### src/rtl/shared_pkg.sv
// Shared types and defaults for the FIFO read-side packer.
// The packer's optional flush feature is selected with the PACKER_FLUSH_EN macro.
package shared_pkg;

    // Packer control states. Without PACKER_FLUSH_EN the packer stays in RUN permanently.
    typedef enum logic [1:0] {
        RUN        = 2'd0,
        FLUSH_WAIT = 2'd1,
        FLUSH_OUT  = 2'd2
    } packer_state_e;

    localparam int FIFO_WIDTH_DEF = 16;
    localparam int PACK_DEF       = 2;

endpackage

### src/rtl/fifo_rd_packer.sv
// fifo_rd_packer: pops FIFO_WIDTH-bit words from a synchronous FIFO and packs
// PACK consecutive words into one wide output word (first popped word in lane 0).
// Optional feature macro: PACKER_FLUSH_EN adds a flush port that emits a
// partial word with out_keep marking the populated lanes.
//
// Output handshake: out_valid/out_data/out_keep are registered. A word
// transfers on every rising edge where out_valid && out_ready. While
// out_valid is high and out_ready is low, out_valid, out_data and out_keep
// hold steady. out_valid never depends combinationally on out_ready.
module fifo_rd_packer
    import shared_pkg::*;
#(
    parameter int FIFO_WIDTH = FIFO_WIDTH_DEF,
    parameter int PACK       = PACK_DEF
) (
    input  logic                       clk,
    input  logic                       rst,
`ifdef PACKER_FLUSH_EN
    input  logic                       flush,
`endif
    input  logic                       fifo_empty,
    output logic                       fifo_rd_en,
    input  logic [FIFO_WIDTH-1:0]      fifo_data_out,
    output logic [FIFO_WIDTH*PACK-1:0] out_data,
    output logic [PACK-1:0]            out_keep,
    output logic                       out_valid,
    input  logic                       out_ready,
    output packer_state_e              dbg_state
);

    localparam int            CW        = (PACK > 1) ? $clog2(PACK) : 1;
    localparam logic [CW-1:0] LAST_LANE = CW'(PACK - 1);
    localparam int            AW        = FIFO_WIDTH * (PACK - 1);

    logic [CW-1:0]              issue_cnt;
    logic [CW-1:0]              cap_cnt;
    logic                       in_flight;
    logic [AW-1:0]              acc;
    packer_state_e              state;

    logic                       pop;
    logic                       out_fire;
    logic                       capture_last;
    logic                       flush_load;
    logic [FIFO_WIDTH*PACK-1:0] flush_data;
    logic [PACK-1:0]            flush_keep;

    // The last-lane pop is held back while a finished word is still waiting
    // for the sink; pops into earlier lanes only need FIFO data.
    assign pop          = !rst && (state == RUN) && !fifo_empty &&
                          ((issue_cnt != LAST_LANE) || !out_valid || out_ready);
    assign fifo_rd_en   = pop;
    assign out_fire     = out_valid && out_ready;
    assign capture_last = in_flight && (cap_cnt == LAST_LANE);
    assign dbg_state    = state;

`ifdef PACKER_FLUSH_EN
    packer_state_e state_next;

    // Control state register.
    always_ff @(posedge clk) begin
        if (rst) begin
            state <= RUN;
        end else begin
            state <= state_next;
        end
    end

    // Flush sequencing: drain the outstanding pop, then emit whatever is
    // accumulated once the output register is free.
    always_comb begin
        state_next = state;
        flush_load = 1'b0;
        case (state)
            RUN: begin
                if (flush) begin
                    state_next = FLUSH_WAIT;
                end
            end
            FLUSH_WAIT: begin
                if (!in_flight) begin
                    state_next = (cap_cnt == '0) ? RUN : FLUSH_OUT;
                end
            end
            FLUSH_OUT: begin
                if (!out_valid || out_ready) begin
                    flush_load = 1'b1;
                    state_next = RUN;
                end
            end
            default: begin
                state_next = RUN;
            end
        endcase
    end
`else
    assign state      = RUN;
    assign flush_load = 1'b0;
`endif

    // Partial word for a flush: lanes below cap_cnt carry data, the rest are zero.
    always_comb begin
        flush_data = '0;
        flush_keep = '0;
        for (int i = 0; i < PACK - 1; i++) begin
            if (i < int'(cap_cnt)) begin
                flush_data[i*FIFO_WIDTH +: FIFO_WIDTH] = acc[i*FIFO_WIDTH +: FIFO_WIDTH];
                flush_keep[i]                          = 1'b1;
            end
        end
    end

    // Counters, accumulator and output register.
    always_ff @(posedge clk) begin
        if (rst) begin
            issue_cnt <= '0;
            cap_cnt   <= '0;
            in_flight <= 1'b0;
            acc       <= '0;
            out_data  <= '0;
            out_keep  <= '0;
            out_valid <= 1'b0;
        end else begin
            in_flight <= pop;

            if (flush_load) begin
                issue_cnt <= '0;
            end else if (pop) begin
                issue_cnt <= (issue_cnt == LAST_LANE) ? '0 : issue_cnt + CW'(1);
            end

            if (flush_load) begin
                cap_cnt <= '0;
            end else if (in_flight) begin
                cap_cnt <= (cap_cnt == LAST_LANE) ? '0 : cap_cnt + CW'(1);
            end

            // Lanes are overwritten in place; stale contents are never cleared on wrap.
            for (int i = 0; i < PACK - 1; i++) begin
                if (in_flight && (int'(cap_cnt) == i)) begin
                    acc[i*FIFO_WIDTH +: FIFO_WIDTH] <= fifo_data_out;
                end
            end

            if (capture_last) begin
                out_data  <= {fifo_data_out, acc};
                out_keep  <= '1;
                out_valid <= 1'b1;
            end else if (flush_load) begin
                out_data  <= flush_data;
                out_keep  <= flush_keep;
                out_valid <= 1'b1;
            end else if (out_fire) begin
                out_valid <= 1'b0;
            end
        end
    end

endmodule

### config.mk
export PLATFORM = sky130hd
export DESIGN_NAME = fifo_rd_packer
export DESIGN_NICKNAME = d
export VERILOG_FILES = /design/src/rtl/shared_pkg.sv /design/src/rtl/fifo_rd_packer.sv
export SDC_FILE = /design/constraint.sdc
export NUM_CORES = 1
export LEC_CHECK = 0
export CAP_MARGIN = 20
export CORE_ASPECT_RATIO = 0.7
export CORE_MARGIN = 5
export CORE_UTILIZATION = 40
export DETAILED_ROUTE_END_ITERATION = 8
export GPL_TIMING_DRIVEN = 0
export MAX_ROUTING_LAYER = met4
export PLACE_DENSITY = 0.68
export SETUP_SLACK_MARGIN = 0.3
export SYNTH_ARGS = -nofsm -noshare
export SYNTH_HDL_FRONTEND = slang
export SYNTH_SLANG_ARGS = --single-unit
export TNS_END_PERCENT = 5
### constraint.sdc
create_clock -name clk -period 1.5 [get_ports clk]
set_input_delay 0.225 -clock clk [delete_from_list [all_inputs] [get_ports clk]]
set_output_delay 0.225 -clock clk [all_outputs]
set_load 0.05 [all_outputs]
==> out/results.tsv, run 1 <==
metric	value	unit
xor/xnor share of the synthesized area	0.408	%
outcome	complete, no violations	
die area	0.00696	mm^2
DRC	0	
total number of vias	1458	
WL/cell	13.1	um
gr ovfl total	0	
compound-gate portion of the synthesized area	1.63	%
Final Hold Viols	0	
Synth area leaders	dfxtp_1 (49%), mux2i_1 (22%), nand2b_1 (19%)	
antenna violations before repair	0	
Antenna diodes	0	
via-per-instance ratio	4.39	
simple-gate area share of the yosys netlist	20.6	%
final setup margin	0.160	ns
P_int	2.02	mW
dpl ws	-0.570	ns
Yosys top cell by area	dfxtp_1	
area of the multi-input gates	992	um^2
Metal-1 WL	2210	um
Final Slew Violations	0	
Tcrit/Tclk final	89.3	%
Clock Path Buffers	2	
clk slew on worst S/H paths	0.09	ns
count leader, synth	nand2b_1	
cts hold-fix bufs	0	
Setup crit end kind	output port	
top cell type's share of synthesized area	49.4	%
remaining antenna violation count	0	
main combinational cell family by area after synthesis	multiplexers	
CP startpoint kind	flop	
Critical Path RT	1.27	ns
Cell Rows	22	
final RePlAce weighted congestion	0.664	
Mapped Cells	197	
post-synthesis sequential area ratio	49.4	%
clock skew	0.00631	ns
Yosys warnings	0	
number of synthesized register bits	53	
min Tclk post-route	1.34	ns
clock network fraction of total power	32.1	%
FMAX	746	MHz
P_leak	1.22	nW
CTS buffer count	5	
hold crit path type	in2reg	
Setup TNS	0	ns
DP HPWL	3200	um
fillers	466	
# setup viols final	0	
predominant post-synthesis flop cell	dfxtp_1	
root buffer cell	clkbuf_8	
Die Span Y	71.3	um
Post-synth EDFFs	0	
CTS tree	yes	
RSZ-0062 raised after global routing	true	
P&R area growth vs syn	36.8	%
Initial Util	41.1	%
port buffer count	54	
adder-cell area share of the yosys netlist	0	%
global-route wire length before repair	7180	um
top sig layer	met4	
Synth async-reset ratio	0	%
Sink Count	53	
H-Tree Depth	2	
CP max FO	4	
largest net degree at the start of global routing	16	
Core Box Area	0.00523	mm^2
switching part of the total	23.7	%
fin nets	279	
routed wl met2	1860	um
combinational share of power	12.6	%
Pre-antenna DRT Iters	4	
Mapped Area	0.00215	mm^2
Sequential Power Share	55.4	%
max-cap violations	0	
First DRT Iteration DRCs	23	
io pins	58	
Reg area	0.00106	mm^2
top cells by count, synth	nand2b_1 (65), dfxtp_1 (53), mux2i_1 (48), clkbuf_1 (8)	
Worst-Skew Late Latency	0.29	ns
peak supply drop	0.383	mV
Yosys cell types	18	
post-CTS setup buffers	0	
share of layout cells above drive strength 1	21.2	%
critical path type	reg2out	
Tot GR Track Use	13.3	%
power per cell area	904	mW/mm^2
Sw Pwr	0.630	mW
Die X	97.6	um
vias in the first global route	1442	
wirelength, routed	4350	um
mux cell area share after synthesis	22.4	%
met3 WL post-DR	238	um
syn_area_per_cell	10.9	um^2
Arrival @ worst endpoint	1.11	ns
-- cell usage in the layout, fill, tap and decap left out, types with 2 or more instances in the layout --
cell type	Yosys	final
nand2b_1	65	65
dfxtp_1	53	52
mux2i_1	48	48
clkdlybuf4s15_2	0	33
clkdlybuf4s50_1	0	16
clkbuf_1	8	8
clkbuf_8	0	7
buf_6	3	4
nor2b_1	3	3
buf_4	3	3
buf_2	1	2
a21oi_1	2	2
nor2_1	2	2
conb_1	1	2
dlygate4sd2_1	0	2
-- worst max-delay path, cell delays in order (launching register included) --
cell and delay, ns:
dfxtp_4 0.37, a311oi_4 0.25, buf_6 0.19
-- routing by layer --
metal	up-vias	track usage, %
li1	762	-
met1	651	18.4
met2	43	19.1
met3	2	3.60
met4	0	3.69
met5	-	-
-- cell type report --
type	count	area share [%]
clock inverter	1	0.170
clock buffer	7	3.28
inverter	1	0.128
multi-input combinational	128	33.8
buffer	16	3.79
tap	72	3.07
timing repair buffer	54	19.5
sequential	53	36.3
-- through the flow --
stage / power (mW) / instances / area (um^2) / hold WS (ns) / utilization [%]
finish: 2.65 / 332 / 2940 / 0.317 / 56.1
global route: 2.79 / 332 / 2940 / 0.334 / 56.1
CTS: 2.70 / 332 / 2940 / 0.309 / 56.2
detailed placement: 1.84 / 324 / 2800 / 0.465 / 53.6
global placement: 1.84 / 324 / 2800 / 0.462 / 53.6
floorplan: 1.73 / 198 / 2170 / 0.303 / -
-- sequential cells by signal, indices dropped and copies added, names as in the netlist --
name / cells
out_data: 32
acc: 16
cap_cnt: 1
in_flight: 1
issue_cnt: 1
out_keep: 1
out_valid: 1
-- path summary, 6_finish.rpt --
check | endpoint | slack, ns | from | cells past startpoint
min reg2reg | out_data[10]$_SDFFE_PP0P_ | 0.48 | out_data[10]$_SDFFE_PP0P_ | 2
max reg2reg | acc[13]$_SDFFE_PP0P_ | 0.33 | in_flight$_SDFF_PP0_ | 4
max | fifo_rd_en | 0.16 | out_valid$_SDFFE_PP0P_ | 2
min | cap_cnt$_SDFFE_PP0P_ | 0.32 | rst | 2
-- power by group through the flow --
stage / registers, mW / clock network, mW / logic (mW)
2_1_floorplan: 1.55 / 0 / 0.179
3_3_place_gp: 1.50 / 0 / 0.340
3_5_place_dp: 1.50 / 0 / 0.341
4_1_cts: 1.47 / 0.890 / 0.338
5_1_grt: 1.48 / 0.956 / 0.358
6_report: 1.47 / 0.851 / 0.334
-- logic make-up (layout without fill, tap and decap cells) --
family,count (synthesis),in the layout
simple gates,72,72
flops,53,53
mux,48,48
buf+inv,17,79
compound gates,5,5
other cells,1,2
xor+xnor,1,1
-- what timing repair did --
action / CTS / global route
pin swaps: 1 / 0
endpoints found under the setup margin: 36 / 49
gates resized for setup: 117 / 3
(Power assumes the default switching activity.)
==> run 2, diff against run 1 <==
--- a/config.mk
+++ b/config.mk
@@ -6,7 +6,7 @@
 export NUM_CORES = 1
 export LEC_CHECK = 0
 export CAP_MARGIN = 20
-export CORE_ASPECT_RATIO = 0.7
+export CORE_ASPECT_RATIO = 2
 export CORE_MARGIN = 5
 export CORE_UTILIZATION = 40
 export DETAILED_ROUTE_END_ITERATION = 8
==> run 2 against run 1 <==
  * Count of clock-buffer cells in the layout unchanged
  * Setup slack got worse by 0.012 ns
  * Flip-flop and latch count unchanged
  * Register-to-register slack worse by 0.02 ns
  * Non-clock buffer count stayed put
  * Total power up 0.68%
  * Core utilization grew 0.15 points
  * Hold slack improved by 0.0049 ns
  * Die area rose by 0.95%
  * Via count increased by 3.9%
  * Largest cell class unchanged
==> out/results.tsv, run 2 (synthesis results as in run 1) <==
metric	value	unit	change
outcome	complete, no violations		unchanged
Critical Path RT	1.27	ns	about the same
power per cell area	916	mW/mm^2	was 904 mW/mm^2
via-per-instance ratio	4.76		was 4.39
CP startpoint kind	flop		unchanged
die area	0.00702	mm^2	was 0.00696 mm^2
RSZ-0062 raised after global routing	true		unchanged
post-CTS setup buffers	0		unchanged
Min-Delay Startpoint	rst		unchanged
WHS Path Cells	2		unchanged
port buffer count	54		unchanged
Setup crit end kind	output port		unchanged
clock network fraction of total power	32.5	%	was 32.1%
Final Slew Violations	0		unchanged
Initial Util	41.4	%	was 41.1%
Die Span Y	114	um	was 71.3 um
design area	0.00292	mm^2	was 0.00294 mm^2
Reg area	0.00106	mm^2	unchanged
hold crit path type	in2reg		unchanged
# setup viols final	0		unchanged
wirelength, routed	4600	um	was 4350 um
Core Box Area	0.00518	mm^2	was 0.00523 mm^2
antenna violations before repair	0		unchanged
clk slew on worst S/H paths	0.09	ns	about the same
global-route wire length before repair	7610	um	was 7180 um
DRC	0		unchanged
DP HPWL	3410	um	was 3200 um
Total Power	2.67	mW	was 2.65 mW
Setup TNS	0	ns	unchanged
final setup margin	0.148	ns	was 0.160 ns
Antenna diodes	0		unchanged
switching part of the total	24.2	%	was 23.7%
CTS tree	yes		unchanged
peak supply drop	0.658	mV	was 0.383 mV
fillers	479		was 466
Clock Path Buffers	2		unchanged
largest net degree at the start of global routing	16		unchanged
fin nets	279		unchanged
vias in the first global route	1624		was 1442
root buffer cell	clkbuf_8		unchanged
biggest regs	out_data (32), acc (16)		unchanged
Sequential Power Share	55.0	%	was 55.4%
commonest non-fill, non-tap cell in the layout	nand2b_1		unchanged
H-Tree Depth	2		unchanged
hold path endpoint	out_keep[0]$_SDFFE_PP0P_		was cap_cnt$_SDFFE_PP0P_
R2R Path End	acc[9]$_SDFFE_PP0P_		was acc[13]$_SDFFE_PP0P_
Arrival @ worst endpoint	1.13	ns	was 1.11 ns
io pins	58		unchanged
Reg2Reg Depth	4		unchanged
most frequent cells in the layout	nand2b_1 (65), dfxtp_1 (52), mux2i_1 (48)		unchanged
P&R area growth vs syn	36.0	%	was 36.8%
dpl ws	-0.575	ns	was -0.570 ns
R2R setup slack	0.31	ns	was 0.33 ns
First DRT Iteration DRCs	24		was 23
max-cap violations	0		unchanged
Sink Count	53		unchanged
min Tclk post-route	1.35	ns	was 1.34 ns
area of the multi-input gates	992	um^2	unchanged
reg-to-reg startpoint	in_flight$_SDFF_PP0_		unchanged
Largest register FFs	32		unchanged
Sw Pwr	0.648	mW	was 0.630 mW
WL/cell	14.5	um	was 13.1 um
FMAX	740	MHz	was 746 MHz
share of layout cells above drive strength 1	21.2	%	unchanged
Cell Rows	37		was 22
remaining antenna violation count	0		unchanged
total number of vias	1515		was 1458
Pre-antenna DRT Iters	4		unchanged
clock skew	0.00469	ns	was 0.00631 ns
final RePlAce weighted congestion	0.712		was 0.664
critical path type	reg2out		unchanged
P_int	2.03	mW	was 2.02 mW
area post-placement	0.00279	mm^2	was 0.00280 mm^2
Die X	61.8	um	was 97.6 um
Final Hold Viols	0		unchanged
CTS buffer count	5		unchanged
combinational share of power	12.5	%	was 12.6%
Tcrit/Tclk final	90.1	%	was 89.3%
Reg with most FFs	out_data		unchanged
Worst-Skew Late Latency	0.30	ns	was 0.29 ns
CP max FO	4		unchanged
cts hold-fix bufs	0		unchanged
gr ovfl total	0		unchanged
P_leak	1.22	nW	about the same
Tot GR Track Use	15.0	%	was 13.3%
run 2: cell types whose count changed in the layout (fill, tap and decap cells not counted):
cell	before	now
buf_4	3	4
clkbuf_4	1	0
run 2: timing repair:
| action | 4_1_cts | 5_1_grt |
|---|---|---|
| gates cloned | 0 | 0 |
| endpoints found under the setup margin | 38 | 52 |
| pin swaps | 1 | 0 |
| resized for setup | 117 | 4 |
run 2: through the flow:
step	hold WS, ns	cells	utilization, %
5_1_grt	0.328	318	56.3
2_1_floorplan	0.303	198	-
6_report	0.322	318	56.3
3_3_place_gp	0.461	310	53.7
3_5_place_dp	0.469	310	53.7
4_1_cts	0.329	318	56.4
run 2: worst max-delay path, stage by stage (launching register included):
cell      delay, ns
dfxtp_4        0.37
a311oi_4       0.26
buf_6          0.20
run 2: cell type report:
type,instances,share of cell area [%]
multi-input cells,128,34.0
plain buffers,16,3.81
flip-flops and latches,53,36.5
clock buffers,7,3.30
repair buffers,54,19.6
clock inverters,1,0.171
inverters,1,0.129
well taps,58,2.49
run 2: worst max path at each step:
stage	slack, ns	end	from	cells past startpoint
after floorplan	0.25	fifo_rd_en	out_valid$_SDFFE_PP0P_	1
after global placement	-0.58	fifo_rd_en	out_ready	4
after detailed placement	-0.57	fifo_rd_en	out_ready	4
after CTS	0.13	fifo_rd_en	out_valid$_SDFFE_PP0P_	2
after global routing	0.08	fifo_rd_en	out_valid$_SDFFE_PP0P_	2
final	0.15	fifo_rd_en	out_valid$_SDFFE_PP0P_	2
run 2: power groups by stage:
stage	logic [mW]	clock network, mW	registers, mW
floorplan	0.179	0	1.55
detailed placement	0.345	0	1.50
global placement	0.343	0	1.50
CTS	0.341	0.905	1.47
finish	0.335	0.867	1.47
global route	0.359	0.953	1.48
run 2: routing by layer:
metal / up-vias / part of all wire, % / GRT usage, %
li1: 766 / - / -
met1: 709 / 39 / 15.5
met2: 33 / 55 / 26.5
met3: 7 / 4.2 / 3.06
met4: 0 / 1.8 / 5.52
met5: - / 0 / -
